`config.mk`:
```
export PLATFORM = sky130hd
export DESIGN_NAME = group_scheduler
export DESIGN_NICKNAME = d
export VERILOG_FILES = /design/src/rtl/group_scheduler.sv
export SDC_FILE = /design/constraint.sdc
export NUM_CORES = 1
export LEC_CHECK = 0
export ABC_CLOCK_PERIOD_IN_PS = 1800
export CORE_UTILIZATION = 45
export CTS_BUF_LIST = sky130_fd_sc_hd__clkbuf_4
export DETAILED_ROUTE_END_ITERATION = 10
export PLACE_DENSITY = 0.74
export SLEW_MARGIN = 10
export SYNTH_ARGS = -nofsm -noshare
export SYNTH_HDL_FRONTEND = slang
export SYNTH_SLANG_ARGS = --single-unit
```
`constraint.sdc`:
```
create_clock -name CLK -period 1.8 [get_ports CLK]
set_input_delay 0.36 -clock CLK [delete_from_list [all_inputs] [get_ports CLK]]
set_output_delay 0.36 -clock CLK [all_outputs]
set_load 0.02 [all_outputs]
```
`src/rtl/group_scheduler.sv`:
```
// Instruction-group sequencer for the opx multiplexer: FETCH/EXEC phases plus interrupt entry and debug halt.
// Optional EXEC watchdog compiled in with GROUP_SCHED_WATCHDOG_EN.
module group_scheduler #(
    parameter int unsigned INT_CYCLES      = 2,
    parameter int unsigned MAX_EXEC_CYCLES = 15
) (
    input  logic       CLK,
    input  logic       RESET_N,
    input  logic [2:0] FETCH_GROUP,
    input  logic       INSTR_VALID,
    input  logic       INSTR_DONE,
    input  logic       INT_EN,
    input  logic       INT_REQ,
    input  logic       DEBUG_REQ,
    input  logic       DEBUG_STEP,
    output logic [2:0] INSTRUCTION_GROUP,
    output logic       INT_ACK,
    output logic       DEBUG_ACK,
    output logic       HALTED,
    output logic       FAULT
);

    localparam logic [2:0] GROUPX_SYS = 3'd0;
    localparam logic [2:0] GROUPX_ALU = 3'd1;
    localparam logic [2:0] GROUPX_JMP = 3'd2;
    localparam logic [2:0] GROUPX_LDS = 3'd3;
    localparam logic [2:0] GROUPX_DBG = 3'd4;

    if (INT_CYCLES < 1 || INT_CYCLES > 15) begin : g_bad_int_cycles
        $error("group_scheduler: INT_CYCLES must be 1..15");
    end
    if (MAX_EXEC_CYCLES < 1 || MAX_EXEC_CYCLES > 255) begin : g_bad_max_exec
        $error("group_scheduler: MAX_EXEC_CYCLES must be 1..255");
    end

    typedef enum logic [1:0] {
        ST_FETCH    = 2'd0,
        ST_EXEC     = 2'd1,
        ST_INT      = 2'd2,
        ST_DBG_HALT = 2'd3
    } state_t;

    state_t     r_state;
    state_t     w_state_nxt;
    logic [2:0] r_group;
    logic [2:0] w_group_nxt;
    logic [2:0] w_fetch_map;
    logic       r_step;
    logic       w_step_nxt;
    logic [3:0] r_int_cnt;
    logic [3:0] w_int_cnt_nxt;
    logic       r_int_ack;
    logic       r_dbg_ack;
    logic       w_natural_done;
    logic       w_wd_expire;
    logic       w_done;

    // Handshakes are level based: INT_REQ is held by the requester until INT_ACK is seen,
    // DEBUG_REQ is held for as long as the halt is wanted and DEBUG_ACK/HALTED answer it.
    assign w_fetch_map    = (FETCH_GROUP < GROUPX_DBG) ? FETCH_GROUP : GROUPX_SYS;
    assign w_natural_done = INSTR_DONE || (r_group == GROUPX_SYS);
    assign w_done         = w_natural_done || w_wd_expire;

`ifdef GROUP_SCHED_WATCHDOG_EN
    logic [7:0] r_wd_cnt;
    logic       r_fault;

    assign w_wd_expire = (r_state == ST_EXEC) && !w_natural_done
                         && (r_wd_cnt == 8'(MAX_EXEC_CYCLES - 1));

    // Only FETCH leads into EXEC, so clearing while in FETCH is the entry clear.
    always_ff @(posedge CLK or negedge RESET_N) begin
        if (!RESET_N) begin
            r_wd_cnt <= 8'd0;
            r_fault  <= 1'b0;
        end else begin
            if (r_state == ST_FETCH) begin
                r_wd_cnt <= 8'd0;
            end else if (r_state == ST_EXEC) begin
                r_wd_cnt <= r_wd_cnt + 8'd1;
            end
            if (w_wd_expire) begin
                r_fault <= 1'b1;
            end
        end
    end

    assign FAULT = r_fault;
`else
    assign w_wd_expire = 1'b0;
    assign FAULT       = 1'b0;
`endif

    always_comb begin
        w_state_nxt   = r_state;
        w_group_nxt   = r_group;
        w_step_nxt    = r_step;
        w_int_cnt_nxt = r_int_cnt;
        case (r_state)
            ST_FETCH: begin
                w_group_nxt = GROUPX_SYS;
                if (INSTR_VALID) begin
                    w_state_nxt = ST_EXEC;
                    w_group_nxt = w_fetch_map;
                end
            end
            ST_EXEC: begin
                if (w_done) begin
                    if (r_step || DEBUG_REQ) begin
                        w_state_nxt = ST_DBG_HALT;
                        w_group_nxt = GROUPX_DBG;
                        w_step_nxt  = 1'b0;
                    end else if (INT_REQ && INT_EN) begin
                        w_state_nxt   = ST_INT;
                        w_group_nxt   = GROUPX_SYS;
                        w_int_cnt_nxt = 4'd0;
                    end else begin
                        w_state_nxt = ST_FETCH;
                        w_group_nxt = GROUPX_SYS;
                    end
                end
            end
            ST_INT: begin
                w_group_nxt = GROUPX_SYS;
                if (r_int_cnt == 4'(INT_CYCLES - 1)) begin
                    w_state_nxt   = ST_FETCH;
                    w_int_cnt_nxt = 4'd0;
                end else begin
                    w_int_cnt_nxt = r_int_cnt + 4'd1;
                end
            end
            ST_DBG_HALT: begin
                w_group_nxt = GROUPX_DBG;
                // A step wins over a simultaneous resume so the core re-halts after one instruction.
                if (DEBUG_STEP) begin
                    w_step_nxt  = 1'b1;
                    w_state_nxt = ST_FETCH;
                    w_group_nxt = GROUPX_SYS;
                end else if (!DEBUG_REQ) begin
                    w_state_nxt = ST_FETCH;
                    w_group_nxt = GROUPX_SYS;
                end
            end
            default: begin
                w_state_nxt = ST_FETCH;
                w_group_nxt = GROUPX_SYS;
            end
        endcase
    end

    always_ff @(posedge CLK or negedge RESET_N) begin
        if (!RESET_N) begin
            r_state   <= ST_FETCH;
            r_group   <= GROUPX_SYS;
            r_step    <= 1'b0;
            r_int_cnt <= 4'd0;
            r_int_ack <= 1'b0;
            r_dbg_ack <= 1'b0;
        end else begin
            r_state   <= w_state_nxt;
            r_group   <= w_group_nxt;
            r_step    <= w_step_nxt;
            r_int_cnt <= w_int_cnt_nxt;
            r_int_ack <= (w_state_nxt == ST_INT);
            r_dbg_ack <= (w_state_nxt == ST_DBG_HALT);
        end
    end

    assign INSTRUCTION_GROUP = r_group;
    assign INT_ACK           = r_int_ack;
    assign DEBUG_ACK         = r_dbg_ack;
    assign HALTED            = r_dbg_ack;

endmodule

```
==> results of run 1 <==
## layout by cell type, fill, tap and decap left out, drive strengths merged, types with 3 or more instances in the layout
cell type	netlist	routed
inv	3	3
clkbuf	0	3
o21ai	4	4
nor2	6	6
nand2b	3	3
a21o	3	3
nand2	7	7
dfrtp	12	12
nor3	3	3
clkdlybuf4s50	0	16
a22o	3	3
## final cells by class
cell class	count	area, um2	share of cell area (%)
Sequential cell	12	300.3	34.83
Tap cell	15	18.77	2.177
Timing Repair Buffer	16	160.2	18.58
Multi-Input combinational cell	44	345.3	40.06
Clock inverter	1	3.754	0.4354
Inverter	3	11.26	1.306
Clock buffer	3	22.52	2.612
## kinds of logic (layout without fill, tap and decap cells)
| family | Yosys count | count (layout) | share of synthesized area (%) |
|---|---|---|---|
| AND/OR/NAND/NOR | 25 | 25 | 25.95 |
| XOR/XNOR | 1 | 1 | 1.261 |
| AO/OA/AOI/OAI | 15 | 15 | 18.38 |
| buffers and inverters | 7 | 23 | 7.026 |
| flip-flops | 12 | 12 | 43.24 |
| other | 1 | 1 | 0.5400 |
| adder cells (fa/ha/maj) | 2 | 2 | 3.603 |
## path summary, 6_finish.rpt
check	startpoint	to	slack, ns	cells after the start
setup reg to reg	INSTRUCTION_GROUP[1]	r_int_cnt[0]	0.40	4
hold reg to reg	r_int_cnt[3]	r_int_cnt[3]	0.57	2
hold / removal	RESET_N	r_step	0.43	1
max in group asynchronous	RESET_N	INSTRUCTION_GROUP[1]	1.02	1
setup / recovery	INSTRUCTION_GROUP[1]	INSTRUCTION_GROUP[1]	0.11	1
min in group CLK	r_int_cnt[3]	r_int_cnt[3]	0.57	2
## cell usage after synthesis (all sizes together)
cell type | n | area, um2
ha | 2 | 25.02
nor2 | 6 | 22.52
and3b | 1 | 10.01
and2 | 1 | 7.510
buf | 4 | 37.53
inv | 3 | 11.26
nor2b | 1 | 13.76
dfrtp | 12 | 300.3
o21ai | 4 | 27.53
a21o | 3 | 22.52
xnor2 | 1 | 8.760
o22ai | 2 | 12.51
a22o | 3 | 27.53
o2111ai | 1 | 8.760
a211oi | 1 | 7.510
nand2b | 3 | 26.27
nand4b | 1 | 8.760
o311a | 1 | 21.27
nor3b | 1 | 18.77
nor3 | 3 | 37.53
nand2 | 7 | 26.28
conb | 1 | 3.750
nor4b | 1 | 8.760
## state kept, by name, summed over array words and instances, names as in the netlist
name	cells
r_int_cnt	4
INSTRUCTION_GROUP	3
r_state	2
DEBUG_ACK	1
INT_ACK	1
r_step	1
## routing by layer
layer,global-route usage (%),routed length (um)
met1,22.87,568
met2,24.22,474
met3,3.261,37
met4,14.52,38
met5,0,0
## where the power goes
group	total (W)	switching [W]	leakage, nW	internal (W)
combinational	0.000560	0.000262	0.203	0.000298
clock	0.000167	0.0000869	0.0154	0.0000803
sequential	0.000514	0.000147	0.156	0.000367
## through the flow
step | hold WS (ns) | total power, W | utilization, %
after floorplan | 0.06441 | 0.0009698 | -
after global placement | 0.5482 | 0.001073 | 61.17
after detailed placement | 0.5544 | 0.001080 | 61.17
after CTS | 0.4585 | 0.001251 | 63.10
after global routing | 0.4775 | 0.001350 | 63.10
final | 0.4331 | 0.001241 | 63.10
==> flow_summary.toml, run 1 <==
[floorplan]
io_pins = 18
row_count = 13
die_h_um = 41.28
core_area_um2 = 1366
initial_utilization_pct = 50.82
die_w_um = 41.28
die-area_um2 = 1704

[critical_path]
cp_data_required_time_ns = 1.44
cp_max_fo = 3
critical_path_arrival_ns = 1.33
crit_path_start_kind = "register"
cpLargestDelayFamily = "buffers and inverters"
crit_type = "reg -> out"
crit_path_max_incr_delay_ns = 0.63
crit_slowest_cell = "clkdlybuf4s50_1"
endpoint_kind = "output port"
crit_chain = "clkdlybuf4s50_1"
worst-path-buf-inv = 1

[clock_tree]
cts_resized = 0
cts_buffers = 3
cts_hold_buf = 0
clk_latency_ns = 0.27
cts-root-buf = "clkbuf_4"
clock_sinks = 12
cts.clk_slew.worst_paths_ns = 0.07
htree_levels = 1
post-cts-setup-buffers = 0
tritoncts = "done"
ctsLongestPathBuffers = 2

[placement]
io_buffers = 16
placed_cells_incl_taps = 90
gp_congestion = 0.6892
dp_slack_ns = 0.1631
place_area_um2 = 835.8
hpwlAfterDp_um = 871

[routing]
drc_errors = 0
ant_nets = 0
drt_pre_antenna_iters = 3
routed_wl_mm = 1.119
vias = 489
routedWlPerCell_um = 11.90
post_drt_via_cell_ratio = 5.202
first_iter_violations = 8

[timing]
report.final.slew_viol_count = 0
rsz0062_at_grt = "false"
hold_viol = 0
skew_ns = 0.0005277
finalSetupTns_ns = 0
slew_headroom_pct = 64.57
setup_viol = 0
worst_slew_pin_slew_ns = 0.5298
final.period_utilization_pct = 94.09
timing.fmax_ghz = 0.5905
fin_crit_ns = 1.694
setup_slack_ns = 0.1065

[cells_and_area]
fin_cells = 94
nets = 93
filler_cell_count = 116
final_design_area_no_fill_um2 = 862.1
diodes = 0
area_growth_pct = 24.14
drive_above_1_share_pct = 18.99

[outcome]
status = "finished clean"

[synthesis]
syn_area_um2 = 694.4
syn_inst = 63
synth_cell_types = 29
syn_area_per_cell_um2 = 11.02
synth-seq-area-share_pct = 43.24
ys_warn_count = 0
synth_seq_cells = 12
synth_nets = 76

[grt]
grt_overflow = 0
grt_pass1_wl_mm = 1.800
antenna_found_initial = 0
grt_pass1_vias = 427
grt_max_degree = 13
gr-usage-all-layers_pct = 17.37

[power_and_ir_drop]
p_leak_nw = 0.3738
power_density_nw_per_um2 = 1439
peakVddDrop_uv = 725.1

[flow_run]
maxCapViolCount = 0

[min_path]
hold_path.class = "in -> async"
Note: power is estimated with default switching activity, not from simulation.
==> inputs of run 2 (changes only) <==
- CORE_MARGIN: unset -> 2
==> run 2 against run 1 <==
Power down 0.21%. Fmax increased by 0.33%. Critical path depth is the same. Largest cell class unchanged. Via count increased by 0.41%. Critical endpoint is now INSTRUCTION_GROUP[0]. Count of clock-buffer cells in the layout is the same. Register-to-register slack gained 0.05 ns. Sequential cell count is the same.
==> flow_summary.toml, run 2 (synthesis gave the netlist of run 1 again) <==
[critical_path]
rr_startpoint = "INSTRUCTION_GROUP[1]"
cp.depth = 1
critical_path_arrival_ns = 1.33
worst-path-buf-inv = 1
crit_type = "reg -> out"
cp_data_required_time_ns = 1.44
crit_chain = "clkdlybuf4s50_1"
cpLargestDelayFamily = "buffers and inverters"
endpoint_kind = "output port"
crit_slowest_cell = "clkdlybuf4s50_1"
cp_max_fo = 3
crit_path_start_kind = "register"
crit_start = "INSTRUCTION_GROUP[0]"
crit_path_max_incr_delay_ns = 0.63
reg2reg_depth = 4

[floorplan]
die-area_um2 = 1873
initial_utilization_pct = 47.19
die_w_um = 43.28
die_h_um = 43.28
core_area_um2 = 1471
io_pins = 18
row_count = 14

[cells_and_area]
area_growth_pct = 24.32
mostFrequentLayoutCell = "clkdlybuf4s50_1"
seqCellArea_um2 = 300.3
final_cell_mix = "16 x clkdlybuf4s50_1, 12 x dfrtp_1, 7 x nand2_1"
multi_input_comb_area_um2 = 345.3
nets = 93
diodes = 0
final_design_area_no_fill_um2 = 863.3
filler_cell_count = 134
drive_above_1_share_pct = 18.99
largest-register = "r_int_cnt"
largest_reg_flops = 4

[clock_tree]
tritoncts = "done"
cts-root-buf = "clkbuf_4"
cts_resized = 0
post-cts-setup-buffers = 0
clock_sinks = 12
htree_levels = 1
cts.clk_slew.worst_paths_ns = 0.07
clk_latency_ns = 0.27
cts_hold_buf = 0
ctsLongestPathBuffers = 2
cts_buffers = 3

[grt]
antenna_found_initial = 0
grt_pass1_wl_mm = 2.145
grt_overflow = 0
grt_pass1_vias = 494
grt_max_degree = 13
gr-usage-all-layers_pct = 15.67

[timing]
final.period_utilization_pct = 93.78
report.final.slew_viol_count = 0
rsz0062_at_grt = "false"
slew_headroom_pct = 64.05
timing.hold.ws_ns = 0.4398
fin_crit_ns = 1.688
setup_viol = 0
hold_viol = 0
skew_ns = 0.0003664
finalSetupTns_ns = 0
worst_slew_pin_slew_ns = 0.5376
timing.fmax_ghz = 0.5924

[power_and_ir_drop]
power_density_nw_per_um2 = 1434
p_leak_nw = 0.3738
peakVddDrop_uv = 731.2

[routing]
post_drt_via_cell_ratio = 5.168
drc_errors = 0
vias = 491
routed_wl_mm = 1.136
routedWlPerCell_um = 11.96
drt_pre_antenna_iters = 2
ant_nets = 0
first_iter_violations = 1

[outcome]
status = "finished clean"

[placement]
io_buffers = 16
place_area_um2 = 837.1
hpwlAfterDp_um = 905.1
gp_congestion = 0.7594

[min_path]
hold_path.class = "in -> async"

[flow_run]
maxCapViolCount = 0
[run 2: path summary, 6_finish.rpt]
check	to	slack (ns)
hold / removal	r_step	0.44
hold reg to reg	r_int_cnt[3]	0.56
setup reg to reg	r_int_cnt[0]	0.45
max in group asynchronous	INSTRUCTION_GROUP[1]	1.01
min in group CLK	r_int_cnt[3]	0.56
setup / recovery	INSTRUCTION_GROUP[0]	0.11
[run 2: metal layers]
| metal | vias up | share of wire, % | global-route usage (%) | wire length (um) |
|---|---|---|---|---|
| met5 | - | 0 | 0 | 0 |
| met4 | 0 | 0.35 | 7.273 | 4 |
| met3 | 2 | 3.1 | 3.830 | 35 |
| met2 | 9 | 48 | 22.09 | 546 |
| met1 | 227 | 48 | 22.37 | 550 |
| li1 | 253 | - | - | - |
[run 2: cell type report]
type                       count  area share, %
timing repair buffer          16          18.55
tap                           16          2.319
sequential                    12          34.78
clock buffer                   3          2.609
clock inverter                 1         0.4348
inverter                       3          1.304
multi-input combinational     44          40.00
[run 2: report_power, final]
| group | internal, W | total [W] | switching [W] |
|---|---|---|---|
| clock | 0.0000801 | 0.000168 | 0.0000877 |
| combinational | 0.000298 | 0.000559 | 0.000261 |
| sequential | 0.000367 | 0.000512 | 0.000144 |
[run 2: metrics by stage]
stage | setup slack (ns) | cells | utilization, % | total power, W
floorplan | 0.4722 | 63 | - | 0.0009698
global placement | 0.1824 | 91 | 56.89 | 0.001076
detailed placement | 0.1691 | 91 | 56.89 | 0.001086
CTS | 0.08632 | 95 | 58.67 | 0.001262
global route | 0.05916 | 95 | 58.67 | 0.001350
finish | 0.1120 | 95 | 58.67 | 0.001238
